## src/rtl/fft_step0_ctrl.sv

```systemverilog
// Sequencer for the first radix-2 SDF stage: fill / butterfly / drain control of the
// HALF-deep delay line, plus a tagged output stream {valid, sel, idx, done} for the next stage.
module fft_step0_ctrl #(
  parameter int unsigned N_BLK   = 32,
  parameter int unsigned OUT_LAT = 1
) (
  input  logic                     clk,
  input  logic                     rst,
  input  logic                     din_valid,
  output logic                     din_ready,
  output logic                     sr_shift_en,
  output logic                     sr_sel,
  output logic                     bf_en,
  output logic                     dout_valid,
  output logic                     dout_sel,
  output logic [$clog2(N_BLK)-1:0] dout_idx,
  output logic                     frame_start,
  output logic                     frame_done,
  output logic                     busy
);

  localparam int unsigned HALF  = N_BLK / 2;
  localparam int unsigned IDX_W = $clog2(N_BLK);
  localparam int unsigned CNT_W = (HALF > 1) ? $clog2(HALF) : 1;

  typedef enum logic [1:0] {IDLE, FILL, BFLY, DRAIN} state_e;

  state_e             state_q, state_d;
  logic [CNT_W-1:0]   cnt_q, cnt_d;
  logic               cnt_last;

  logic               sched_vld, sched_sel, sched_done;
  logic [IDX_W-1:0]   sched_idx;

  logic [OUT_LAT-1:0]            vld_q, vld_d;
  logic [OUT_LAT-1:0]            sel_q, sel_d;
  logic [OUT_LAT-1:0]            done_q, done_d;
  logic [OUT_LAT-1:0][IDX_W-1:0] idx_q, idx_d;

  assign cnt_last = (cnt_q == CNT_W'(HALF - 1));

  // State, block counter and output tag pipeline
  always_ff @(posedge clk) begin
    if (rst) begin
      state_q <= IDLE;
      cnt_q   <= '0;
      vld_q   <= '0;
      sel_q   <= '0;
      done_q  <= '0;
      idx_q   <= '0;
    end else begin
      state_q <= state_d;
      cnt_q   <= cnt_d;
      vld_q   <= vld_d;
      sel_q   <= sel_d;
      done_q  <= done_d;
      idx_q   <= idx_d;
    end
  end

  // Next state, Mealy controls and output scheduling
  always_comb begin
    state_d     = state_q;
    cnt_d       = cnt_q;
    din_ready   = 1'b0;
    sr_shift_en = 1'b0;
    sr_sel      = 1'b0;
    bf_en       = 1'b0;
    frame_start = 1'b0;
    sched_vld   = 1'b0;
    sched_sel   = 1'b0;
    sched_done  = 1'b0;
    sched_idx   = '0;

    unique case (state_q)
      IDLE: begin
        din_ready = 1'b1;
        if (din_valid) begin
          sr_shift_en = 1'b1;
          frame_start = 1'b1;
          cnt_d       = CNT_W'(1);
          state_d     = FILL;
        end
      end
      FILL: begin
        din_ready = 1'b1;
        if (din_valid) begin
          sr_shift_en = 1'b1;
          if (cnt_last) begin
            cnt_d   = '0;
            state_d = BFLY;
          end else begin
            cnt_d = cnt_q + CNT_W'(1);
          end
        end
      end
      BFLY: begin
        din_ready = 1'b1;
        if (din_valid) begin
          bf_en       = 1'b1;
          sr_shift_en = 1'b1;
          sr_sel      = 1'b1;
          sched_vld   = 1'b1;
          sched_idx   = IDX_W'(cnt_q);
          if (cnt_last) begin
            cnt_d   = '0;
            state_d = DRAIN;
          end else begin
            cnt_d = cnt_q + CNT_W'(1);
          end
        end
      end
      DRAIN: begin
        sr_shift_en = 1'b1;
        sched_vld   = 1'b1;
        sched_sel   = 1'b1;
        sched_idx   = IDX_W'(HALF) + IDX_W'(cnt_q);
        if (cnt_last) begin
          cnt_d      = '0;
          state_d    = IDLE;
          sched_done = 1'b1;
        end else begin
          cnt_d = cnt_q + CNT_W'(1);
        end
      end
      default: begin
        state_d = IDLE;
        cnt_d   = '0;
      end
    endcase

    // No handshakes or shifts while reset is held
    if (rst) begin
      din_ready   = 1'b0;
      sr_shift_en = 1'b0;
      sr_sel      = 1'b0;
      bf_en       = 1'b0;
      frame_start = 1'b0;
    end
  end

  // Output tag delay line: stage 0 takes the scheduled tag, the last stage drives the ports
  always_comb begin
    vld_d     = vld_q;
    sel_d     = sel_q;
    done_d    = done_q;
    idx_d     = idx_q;
    vld_d[0]  = sched_vld;
    sel_d[0]  = sched_sel;
    done_d[0] = sched_done;
    idx_d[0]  = sched_idx;
    for (int i = 1; i < int'(OUT_LAT); i++) begin
      vld_d[i]  = vld_q[i-1];
      sel_d[i]  = sel_q[i-1];
      done_d[i] = done_q[i-1];
      idx_d[i]  = idx_q[i-1];
    end
  end

  assign dout_valid = vld_q[OUT_LAT-1];
  assign dout_sel   = sel_q[OUT_LAT-1];
  assign dout_idx   = idx_q[OUT_LAT-1];
  assign frame_done = done_q[OUT_LAT-1];
  assign busy       = (state_q != IDLE);

endmodule

```

## config.mk

```make
export PLATFORM = sky130hd
export DESIGN_NAME = fft_step0_ctrl
export DESIGN_NICKNAME = d
export VERILOG_FILES = /design/src/rtl/fft_step0_ctrl.sv
export SDC_FILE = /design/constraint.sdc
export NUM_CORES = 1
export LEC_CHECK = 0
export BUFFER_PORTS_ARGS = -buffer_cell sky130_fd_sc_hd__buf_2
export CAP_MARGIN = 40
export CORE_UTILIZATION = 48
export CTS_CLUSTER_DIAMETER = 100
export CTS_CLUSTER_SIZE = 30
export DETAILED_ROUTE_END_ITERATION = 10
export PLACE_DENSITY = 0.75
export SLEW_MARGIN = 25
export SYNTH_ARGS = -nofsm -noshare
export SYNTH_HDL_FRONTEND = slang
export SYNTH_SLANG_ARGS = --single-unit
```

## constraint.sdc

```tcl
create_clock -name clk -period 2.1 [get_ports clk]
set_clock_uncertainty 0.1 [all_clocks]
set_input_delay 0.105 -clock clk [delete_from_list [all_inputs] [get_ports clk]]
set_output_delay 0.105 -clock clk [all_outputs]
set_load 0.02 [all_outputs]
```

# Word-level counts from Yosys, hierarchy flattened
# Cells that the tools add are included.
dict set report totals {
  out_inout_bits 14
  ff_bits 14
  in_bits 3
}
dict set report op_classes {
  muxes 25
  n_eq_ne 11
  reduce_logical 7
  addsub 2
  bitwise 1
}
# op n
set ops {}
lappend ops {{4-bit 2-to-1 mux} 4}
lappend ops {{2-bit 2-to-1 mux} 6}
lappend ops {{2-bit != test (second input constant)} 6}
lappend ops {{4-bit case mux with 3 select lines} 1}
lappend ops {{1-bit 2-to-1 mux} 10}
lappend ops {{5-bit case mux with 2 select lines} 1}
lappend ops {{2-bit case mux with 4 select lines} 1}
lappend ops {{6-bit AND reduction} 1}
lappend ops {{5-bit by 4-bit adder with 5-bit output (first input constant)} 1}
lappend ops {{4-bit by 1-bit adder with 4-bit output (second input constant)} 1}
lappend ops {{2-bit equality test (second input constant)} 2}
lappend ops {{4-bit equality test (second input constant)} 1}
lappend ops {{1-bit case mux with 2 select lines} 2}
lappend ops {{2-bit OR reduction} 2}
lappend ops {{3-bit OR reduction} 1}
lappend ops {{2-bit by 1-bit equality test with 1-bit output (second input constant)} 1}
lappend ops {{2-bit zero test} 1}
lappend ops {{2-bit by 1-bit != test with 1-bit output (second input constant)} 1}
lappend ops {{2-bit AND reduction} 1}
lappend ops {{2-bit nonzero test} 1}
lappend ops {{1-bit NOT} 1}

# Logic depth before layout (Yosys ltp)
# Gate-level depths: netlist (run 1).
dict set report depth {
  depth_word 4
  mapped_depth 5
}

# Worst setup path before layout (run 1)
# Ideal clock, no wire load.
dict set report synth_path {
  path_kind {reg-to-reg}
  start {reg state_q[0]}
  end {reg cnt_q[3]}
  path_buffers 0
  synth_period_minus_slack_ps 1763
  path_stages_with_launch 6
  setup_time_ps 74
  required_ps 1926
  path_slack_ps 337
  arrival_time_ps 1589
  cell_sequence {dfxtp_1 inv_1 ha_1 o21ba_4 or4_1 a31oi_1}
}
dict set report synth_between {
  elab_chain_len 4
  elab_cells_between_ends 9
}
# element line_no
set synth_lines {}
lappend synth_lines {{start: declaration} 28} ;# state_e state_q, state_d;
lappend synth_lines {{start signal: assignment} 52} ;# state_q <= state_d;
lappend synth_lines {{2-bit equality test / 2-bit by 1-bit equality test with 1-bit output (equally long branches)} 75} ;# unique case (state_q)
lappend synth_lines {{2-bit OR reduction (no line)} --}
lappend synth_lines {{2-bit by 1-bit != test with 1-bit output (no line)} --}
lappend synth_lines {{2-bit AND reduction (no line)} --}
lappend synth_lines {{end signal: assignment} 53} ;# cnt_q <= cnt_d;
lappend synth_lines {{end: declaration} 29} ;# logic [CNT_W-1:0] cnt_q, cnt_d;
# Parallel ways exist; a longest one is shown, timed or not.
# A chain may end at the register's enable or synchronous reset.

# Worst setup path after layout (run 1)
# Same ends and word-level chain as after synthesis.

==> results of run 1 <==
critical path, stage by stage (launching register included):
cell and delay [ns]:
dfxtp_1 0.38, inv_1 0.10, ha_1 0.35, o21ba_4 0.26, or4_1 0.48, a31oi_1 0.17
worst max path at each step:
| stage | to | start | cells past startpoint | slack, ns |
|---|---|---|---|---|
| after floorplan | cnt_q[3] | state_q[0] | 5 | 0.34 |
| after global placement | cnt_q[3] | state_q[0] | 5 | 0.30 |
| after detailed placement | cnt_q[3] | state_q[0] | 5 | 0.26 |
| after CTS | cnt_q[3] | state_q[0] | 5 | 0.20 |
| after global routing | cnt_q[3] | state_q[1] | 5 | 0.14 |
| final | cnt_q[3] | state_q[0] | 5 | 0.20 |
sequential cells by signal, summed over array words and instances, names as in the netlist:
register,flops
dout_idx,5
cnt_q,4
state_q,2
dout_valid,1
frame_done,1
area by class of cell:
type / count / area [sq um]
Fill cell: 105 / 432
Multi-Input combinational cell: 47 / 344
Sequential cell: 13 / 260
Timing Repair Buffer: 16 / 80.1
Clock buffer: 4 / 26.3
Tap cell: 14 / 17.5
Inverter: 3 / 11.3
kinds of logic after synthesis:
logic type / count (synthesis)
AO/OA/AOI/OAI: 10
adder cells (fa/ha/maj): 6
buffers and inverters: 6
flip-flops: 13
multiplexers: 2
AND/OR/NAND/NOR: 29
power breakdown:
group | internal, uW | switching [uW]
registers | 277 | 27.3
clock network | 73.7 | 76.7
logic | 141 | 207
synth_stat cells (all sizes together):
cell type | instances | area share
nor3 | 4 | 0.032
o21bai | 2 | 0.024
nand3 | 1 | 0.0079
or4bb | 1 | 0.018
and3b | 1 | 0.016
nand3b | 1 | 0.012
a31oi | 2 | 0.020
nand2 | 2 | 0.012
ha | 6 | 0.12
and3 | 1 | 0.0099
nor3b | 1 | 0.020
dfxtp | 13 | 0.41
and2 | 5 | 0.049
or4 | 1 | 0.012
mux2i | 2 | 0.032
buf | 2 | 0.024
nand2b | 3 | 0.030
nor2 | 6 | 0.036
o21ai | 1 | 0.0079
inv | 3 | 0.018
or4b | 1 | 0.016
a21oi | 3 | 0.024
clkbuf | 1 | 0.0059
o21ba | 1 | 0.026
o22a | 1 | 0.014
nor2b | 1 | 0.0099
stage by stage:
| step | hold WS (ns) | instance area, sq um | utilization | total power, uW | setup slack (ns) |
|---|---|---|---|---|---|
| finish | 0.0534 | 739 | 0.631 | 802 | 0.201 |
| global route | 0.0677 | 739 | 0.631 | 867 | 0.139 |
| CTS | 0.0461 | 739 | 0.631 | 809 | 0.201 |
| detailed placement | 0.346 | 713 | 0.609 | 652 | 0.262 |
| global placement | 0.350 | 713 | 0.609 | 644 | 0.303 |
| floorplan | 0.0841 | 634 | - | 581 | 0.337 |
cell usage in the layout (no fill, tap or decap), types with 2 or more instances in the layout:
master / count
dfxtp_1: 13
and2_1: 5
a21oi_1: 3
a31oi_1: 2
clkbuf_4: 3
nand2b_1: 3
o21bai_1: 2
nand2_1: 2
mux2i_1: 2
inv_1: 3
nor3_1: 4
nor2_1: 6
ha_1: 6
buf_2: 16
routing by layer:
metal	vias up	global-route usage	part of all wire
li1	259	-	-
met1	227	0.196	0.43
met2	19	0.297	0.49
met3	0	0.105	0.076
met4	0	0.0776	0
met5	-	0	0
==> insert_results.sql, run 1 <==
INSERT INTO impl_metrics (metric_group, metric, value, unit) VALUES
('synthesis', 'synth_cell_type_count', '26', ''),
('setup_path', 'maximum_net_fanout_on_the_critical_path', '6', ''),
('setup_path', 'criticalPathCategory', 'flop to flop', ''),
('sta', 'final.setup.tns', '0', 'ns'),
('min_path', 'worst_hold_path.endpoint', 'cnt_q[2]', ''),
('synthesis', 'synth-seq-area-share', '0.410', ''),
('cells_and_area', 'insertedDiodeCount', '0', ''),
('clocking', 'inserted_clock_buffers', '3', ''),
('detailed_routing', 'drcViolationCount', '0', ''),
('placed_design', 'final_hpwl_dp', '784', 'microns'),
('min_path', 'worstHoldStart', 'rst', ''),
('cells_and_area', 'finish.cell_count_without_fillers', '97', ''),
('synthesis', 'simple_gate_share_of_the_synthesized_area', '0.278', ''),
('synthesis', 'synth_warnings', '0', ''),
('setup_path', 'regToRegEndpoint', 'cnt_q[3]', ''),
('floorplanning', 'chipWidth', '38.4', 'microns'),
('sta', 'setup_violations', '0', ''),
('synthesis', 'syn_area_per_cell', '9.61', 'sq um'),
('synthesis', 'area_fraction_in_compound_gates_after_synthesis', '0.114', ''),
('floorplanning', 'ports_placed_on_the_boundary', '17', ''),
('setup_path', 'critPathCaptureType', 'flop', ''),
('pwr', 'p_per_area', '1090', 'mW/mm^2'),
('synthesis', 'postSynthNetCount', '75', ''),
('sta', 'tightestPinTransition', '0.227', 'ns'),
('floorplanning', 'start_util', '0.542', ''),
('setup_path', 'timing.critical_path.required', '2.21', 'ns'),
('synthesis', 'synth_mux_area_frac', '0.0316', ''),
('detailed_routing', 'routed_length_per_placed_instance', '11.4', 'microns'),
('synthesis', 'post_synthesis_cell_count', '66', ''),
('detailed_routing', 'vias_per_cell', '5.21', ''),
('clocking', 'worst_setup_hold_path_clk_slew', '0.08', 'ns'),
('setup_path', 'r2r_setup_slack', '0.20', 'ns'),
('sta', 'timing.final.max_slew_violations', '0', ''),
('floorplanning', 'floorplan.die.height', '38.4', 'microns'),
('global_routing', 'grt.total_usage', '0.184', ''),
('sta', 'max-slew-margin-rel', '0.848', ''),
('sta', 'final_min_period_over_clock_period', '0.904', ''),
('global_routing', 'grt_first_pass_wirelength', '1.77', 'mm'),
('min_path', 'timing.hold.worst_path_depth', '2', ''),
('sta', 'fin_crit', '1.90', 'ns'),
('sta', 'highest_clock_rate', '527', 'MHz'),
('pwr', 'vdd_ir_drop_max', '0.641', 'mV'),
('detailed_routing', 'final_antenna_net_count', '0', ''),
('detailed_routing', 'detailroute.via_count', '505', ''),
('placed_design', 'routabilityCongestion', '0.707', ''),
('detailed_routing', 'drt-initial-drc-count', '12', ''),
('synthesis', 'synth_seq_cells', '13', ''),
('clocking', 'tritoncts_num_sinks', '13', ''),
('clocking', 'insertion_delay_to_the_later_sink_of_the_worst_skew_pair', '0.28', 'ns'),
('sta', 'rsz0062_at_grt', 'false', ''),
('floorplanning', 'rows', '12', ''),
('synthesis', 'yosys.area_share.xor_xnor', '0', ''),
('clocking', 'clock_tree.root_cell', 'clkbuf_4', ''),
('global_routing', 'grt_antenna_before_repair', '0', ''),
('pwr', 'static-leakage-power', '0.000358', 'uW'),
('clocking', 'post_cts.repair.setup_buffers', '0', ''),
('global_routing', 'globalRoute.totalOverflow', '0', ''),
('placed_design', 'port_buffers', '16', ''),
('clocking', 'cts-hold-fix-buffers', '0', ''),
('setup_path', 'startpoint_class_of_the_critical_path', 'flop', ''),
('placed_design', 'post-place-cells', '93', ''),
('synthesis', 'syn-cell-area', '634', 'sq um'),
('sta', 'timing.final.hold_violations', '0', ''),
('min_path', 'timing.hold.worst.class', 'input port to flop', ''),
('detailed_routing', 'route.final.wire_length', '1.10', 'mm'),
('flow_run', 'max_cap_violations', '0', ''),
('run_status', 'outcome', 'finished, final reports clean', ''),
('cells_and_area', 'area_growth_syn_to_layout', '16.6', '%'),
('global_routing', 'grt_max_degree', '15', ''),
('synthesis', 'yosys.area_share.adder', '0.118', ''),
('setup_path', 'crit-reg2reg-launch', 'state_q[0]', ''),
('setup_path', 'worstRegToRegCells', '5', ''),
('clocking', 'cts_tree', 'done', ''),
('floorplanning', 'dieArea', '0.00147', 'sq mm'),
('clocking', 'cts_repair_resize_count', '0', ''),
('global_routing', 'grt_pass1_vias', '428', ''),
('cells_and_area', 'post_route_cells_drive_above_1_share', '0.265', ''),
('floorplanning', 'core_area', '0.00117', 'sq mm'),
('detailed_routing', 'detailedRoute.firstPassIterationCount', '4', ''),
('synthesis', 'largest_family_of_logic_cells_by_synthesized_area', 'simple AND/OR/NAND/NOR gates', ''),
('setup_path', 'cp_data_arrival_time', '2.01', 'ns'),
('cells_and_area', 'final_net_count', '93', ''),
('clocking', 'cts_htree_levels', '1', ''),
('clocking', 'cts_max_path_buffers', '2', '');
(Power assumes the default switching activity.)
==> run 2: changes to the inputs <==
Settings changed: CELL_PAD_IN_SITES_DETAIL_PLACEMENT from default to 2, CELL_PAD_IN_SITES_GLOBAL_PLACEMENT from default to 2, CORE_UTILIZATION 48 to 29, GPL_ROUTABILITY_DRIVEN from default to 1.
==> run 2 against run 1 <==
Compared with the run above: cell count up 13%; worst setup slack got worse by 0.0050 ns; first-iteration DRC count decreased by 92%; critical path depth unchanged; critical path type unchanged; largest power group unchanged.
==> insert_results.sql, run 2 (synthesized netlist as in run 1, its figures left out) <==
INSERT INTO impl_metrics (metric_group, metric, value, unit) VALUES
('run_status', 'outcome', 'finished, final reports clean', ''),
('clocking', 'cts_tree', 'done', ''),
('pwr', 'static-leakage-power', '0.000358', 'uW'),
('min_path', 'timing.hold.worst.class', 'input port to flop', ''),
('pwr', 'vdd_ir_drop_max', '0.600', 'mV'),
('detailed_routing', 'route.final.wire_length', '1.40', 'mm'),
('global_routing', 'globalRoute.totalOverflow', '0', ''),
('pwr', 'power.total', '828', 'uW'),
('setup_path', 'regToRegEndpoint', 'cnt_q[3]', ''),
('detailed_routing', 'routed_length_per_placed_instance', '12.7', 'microns'),
('sta', 'fin_crit', '1.90', 'ns'),
('cells_and_area', 'mostFrequentLayoutCell', 'buf_2', ''),
('setup_path', 'critPathCaptureType', 'flop', ''),
('floorplanning', 'dieArea', '0.00238', 'sq mm'),
('cells_and_area', 'number_of_flip_flops_in_the_largest_register', '5', ''),
('global_routing', 'grt_antenna_before_repair', '0', ''),
('floorplanning', 'rows', '16', ''),
('global_routing', 'grt_first_pass_wirelength', '2.57', 'mm'),
('detailed_routing', 'vias_per_cell', '4.88', ''),
('setup_path', 'timing.critical_path.required', '2.22', 'ns'),
('global_routing', 'grt_pass1_vias', '532', ''),
('setup_path', 'r2r_setup_slack', '0.20', 'ns'),
('detailed_routing', 'route.layer.met1.wl', '637', 'microns'),
('detailed_routing', 'drt-initial-drc-count', '1', ''),
('placed_design', 'dp_worst_setup_slack', '0.225', 'ns'),
('clocking', 'cts_repair_resize_count', '0', ''),
('sta', 'highest_clock_rate', '525', 'MHz'),
('floorplanning', 'floorplan.die.height', '48.8', 'microns'),
('clocking', 'post_cts.repair.setup_buffers', '0', ''),
('clocking', 'clock_tree.root_cell', 'clkbuf_4', ''),
('cells_and_area', 'fillCellCount', '240', ''),
('sta', 'max-slew-margin-rel', '0.843', ''),
('cells_and_area', 'area_growth_syn_to_layout', '19.1', '%'),
('setup_path', 'worstRegToRegCells', '5', ''),
('detailed_routing', 'met3_wirelength', '79', 'microns'),
('clocking', 'cts_htree_levels', '1', ''),
('setup_path', 'crit-reg2reg-launch', 'state_q[1]', ''),
('setup_path', 'criticalPathCategory', 'flop to flop', ''),
('detailed_routing', 'detailedRoute.firstPassIterationCount', '3', ''),
('sta', 'setup_violations', '0', ''),
('sta', 'setup_ws', '0.196', 'ns'),
('detailed_routing', 'met2WireLength', '674', 'microns'),
('floorplanning', 'ports_placed_on_the_boundary', '17', ''),
('placed_design', 'routabilityCongestion', '0.648', ''),
('detailed_routing', 'top_layer_in_use', 'met4', ''),
('setup_path', 'startpoint_class_of_the_critical_path', 'flop', ''),
('setup_path', 'cp_data_arrival_time', '2.02', 'ns'),
('clocking', 'cts-hold-fix-buffers', '0', ''),
('clocking', 'inserted_clock_buffers', '3', ''),
('setup_path', 'maximum_net_fanout_on_the_critical_path', '6', ''),
('floorplanning', 'core_area', '0.00200', 'sq mm'),
('flow_run', 'max_cap_violations', '0', ''),
('sta', 'timing.final.max_slew_violations', '0', ''),
('sta', 'rsz0062_at_grt', 'false', ''),
('placed_design', 'dpl_cell_area', '729', 'sq um'),
('cells_and_area', 'design_area', '756', 'sq um'),
('clocking', 'worst_setup_hold_path_clk_slew', '0.09', 'ns'),
('detailed_routing', 'drcViolationCount', '0', ''),
('clocking', 'insertion_delay_to_the_later_sink_of_the_worst_skew_pair', '0.28', 'ns'),
('placed_design', 'final_hpwl_dp', '1.05', 'mm'),
('clocking', 'tritoncts_num_sinks', '13', ''),
('pwr', 'p_per_area', '1100', 'mW/mm^2'),
('sta', 'timing.final.hold_violations', '0', ''),
('setup_path', 'crit_path_from', 'state_q[1]', ''),
('clocking', 'cts_max_path_buffers', '2', ''),
('cells_and_area', 'post_route_cells_drive_above_1_share', '0.265', ''),
('sta', 'tightestPinTransition', '0.236', 'ns'),
('cells_and_area', 'final_net_count', '93', ''),
('global_routing', 'grt.total_usage', '0.141', ''),
('floorplanning', 'chipWidth', '48.8', 'microns'),
('setup_path', 'critical_path.endpoint', 'cnt_q[3]', ''),
('detailed_routing', 'final_antenna_net_count', '0', ''),
('placed_design', 'port_buffers', '16', ''),
('sta', 'final_min_period_over_clock_period', '0.907', ''),
('floorplanning', 'start_util', '0.317', ''),
('cells_and_area', 'mostFrequentLayoutCells', 'buf_2, dfxtp_1, nor2_1, ha_1, and2_1', ''),
('detailed_routing', 'detailroute.via_count', '537', ''),
('cells_and_area', 'insertedDiodeCount', '0', ''),
('sta', 'final.setup.tns', '0', 'ns'),
('global_routing', 'grt_max_degree', '15', '');
## run 2: per-stage QoR
stage	util	instances	hold slack [ns]
floorplan	-	66	0.0841
CTS	0.378	110	0.0599
global placement	0.364	106	0.369
detailed placement	0.364	106	0.369
finish	0.378	110	0.0571
global route	0.378	110	0.0799
## run 2: worst min path at each step
stage	from	end	depth (start not counted)
floorplan	rst	dout_idx[4]	1
global placement	rst	cnt_q[2]	2
detailed placement	rst	cnt_q[2]	2
CTS	rst	cnt_q[3]	2
global route	rst	cnt_q[3]	2
finish	rst	cnt_q[3]	2
## run 2: worst max-delay path, stage by stage, from the launching register on
cell and delay, ns:
dfxtp_1 0.41, inv_1 0.11, ha_1 0.34, o21ba_4 0.26, or4_1 0.46, a31oi_1 0.16
## run 2: report_power, final
part,internal [uW],total (uW),switching (uW)
Sequential,277,308,30.8
Combinational,142,360,218
Clock,73.7,159,85.4
Total,493,828,334
## run 2: area by class of cell
type                            instances  area [sq um]  area share
Multi-Input combinational cell         47           344       0.455
Inverter                                3          11.3      0.0149
Clock buffer                            4          26.3      0.0348
Timing Repair Buffer                   16          80.1       0.106
Tap cell                               27          33.8      0.0447
Sequential cell                        13           260       0.344
## run 2: per-layer routing
layer	vias up	global-route usage
met2	15	0.241
met3	2	0.0467
met4	0	0.0441
li1	262	-
met5	-	0
met1	258	0.167
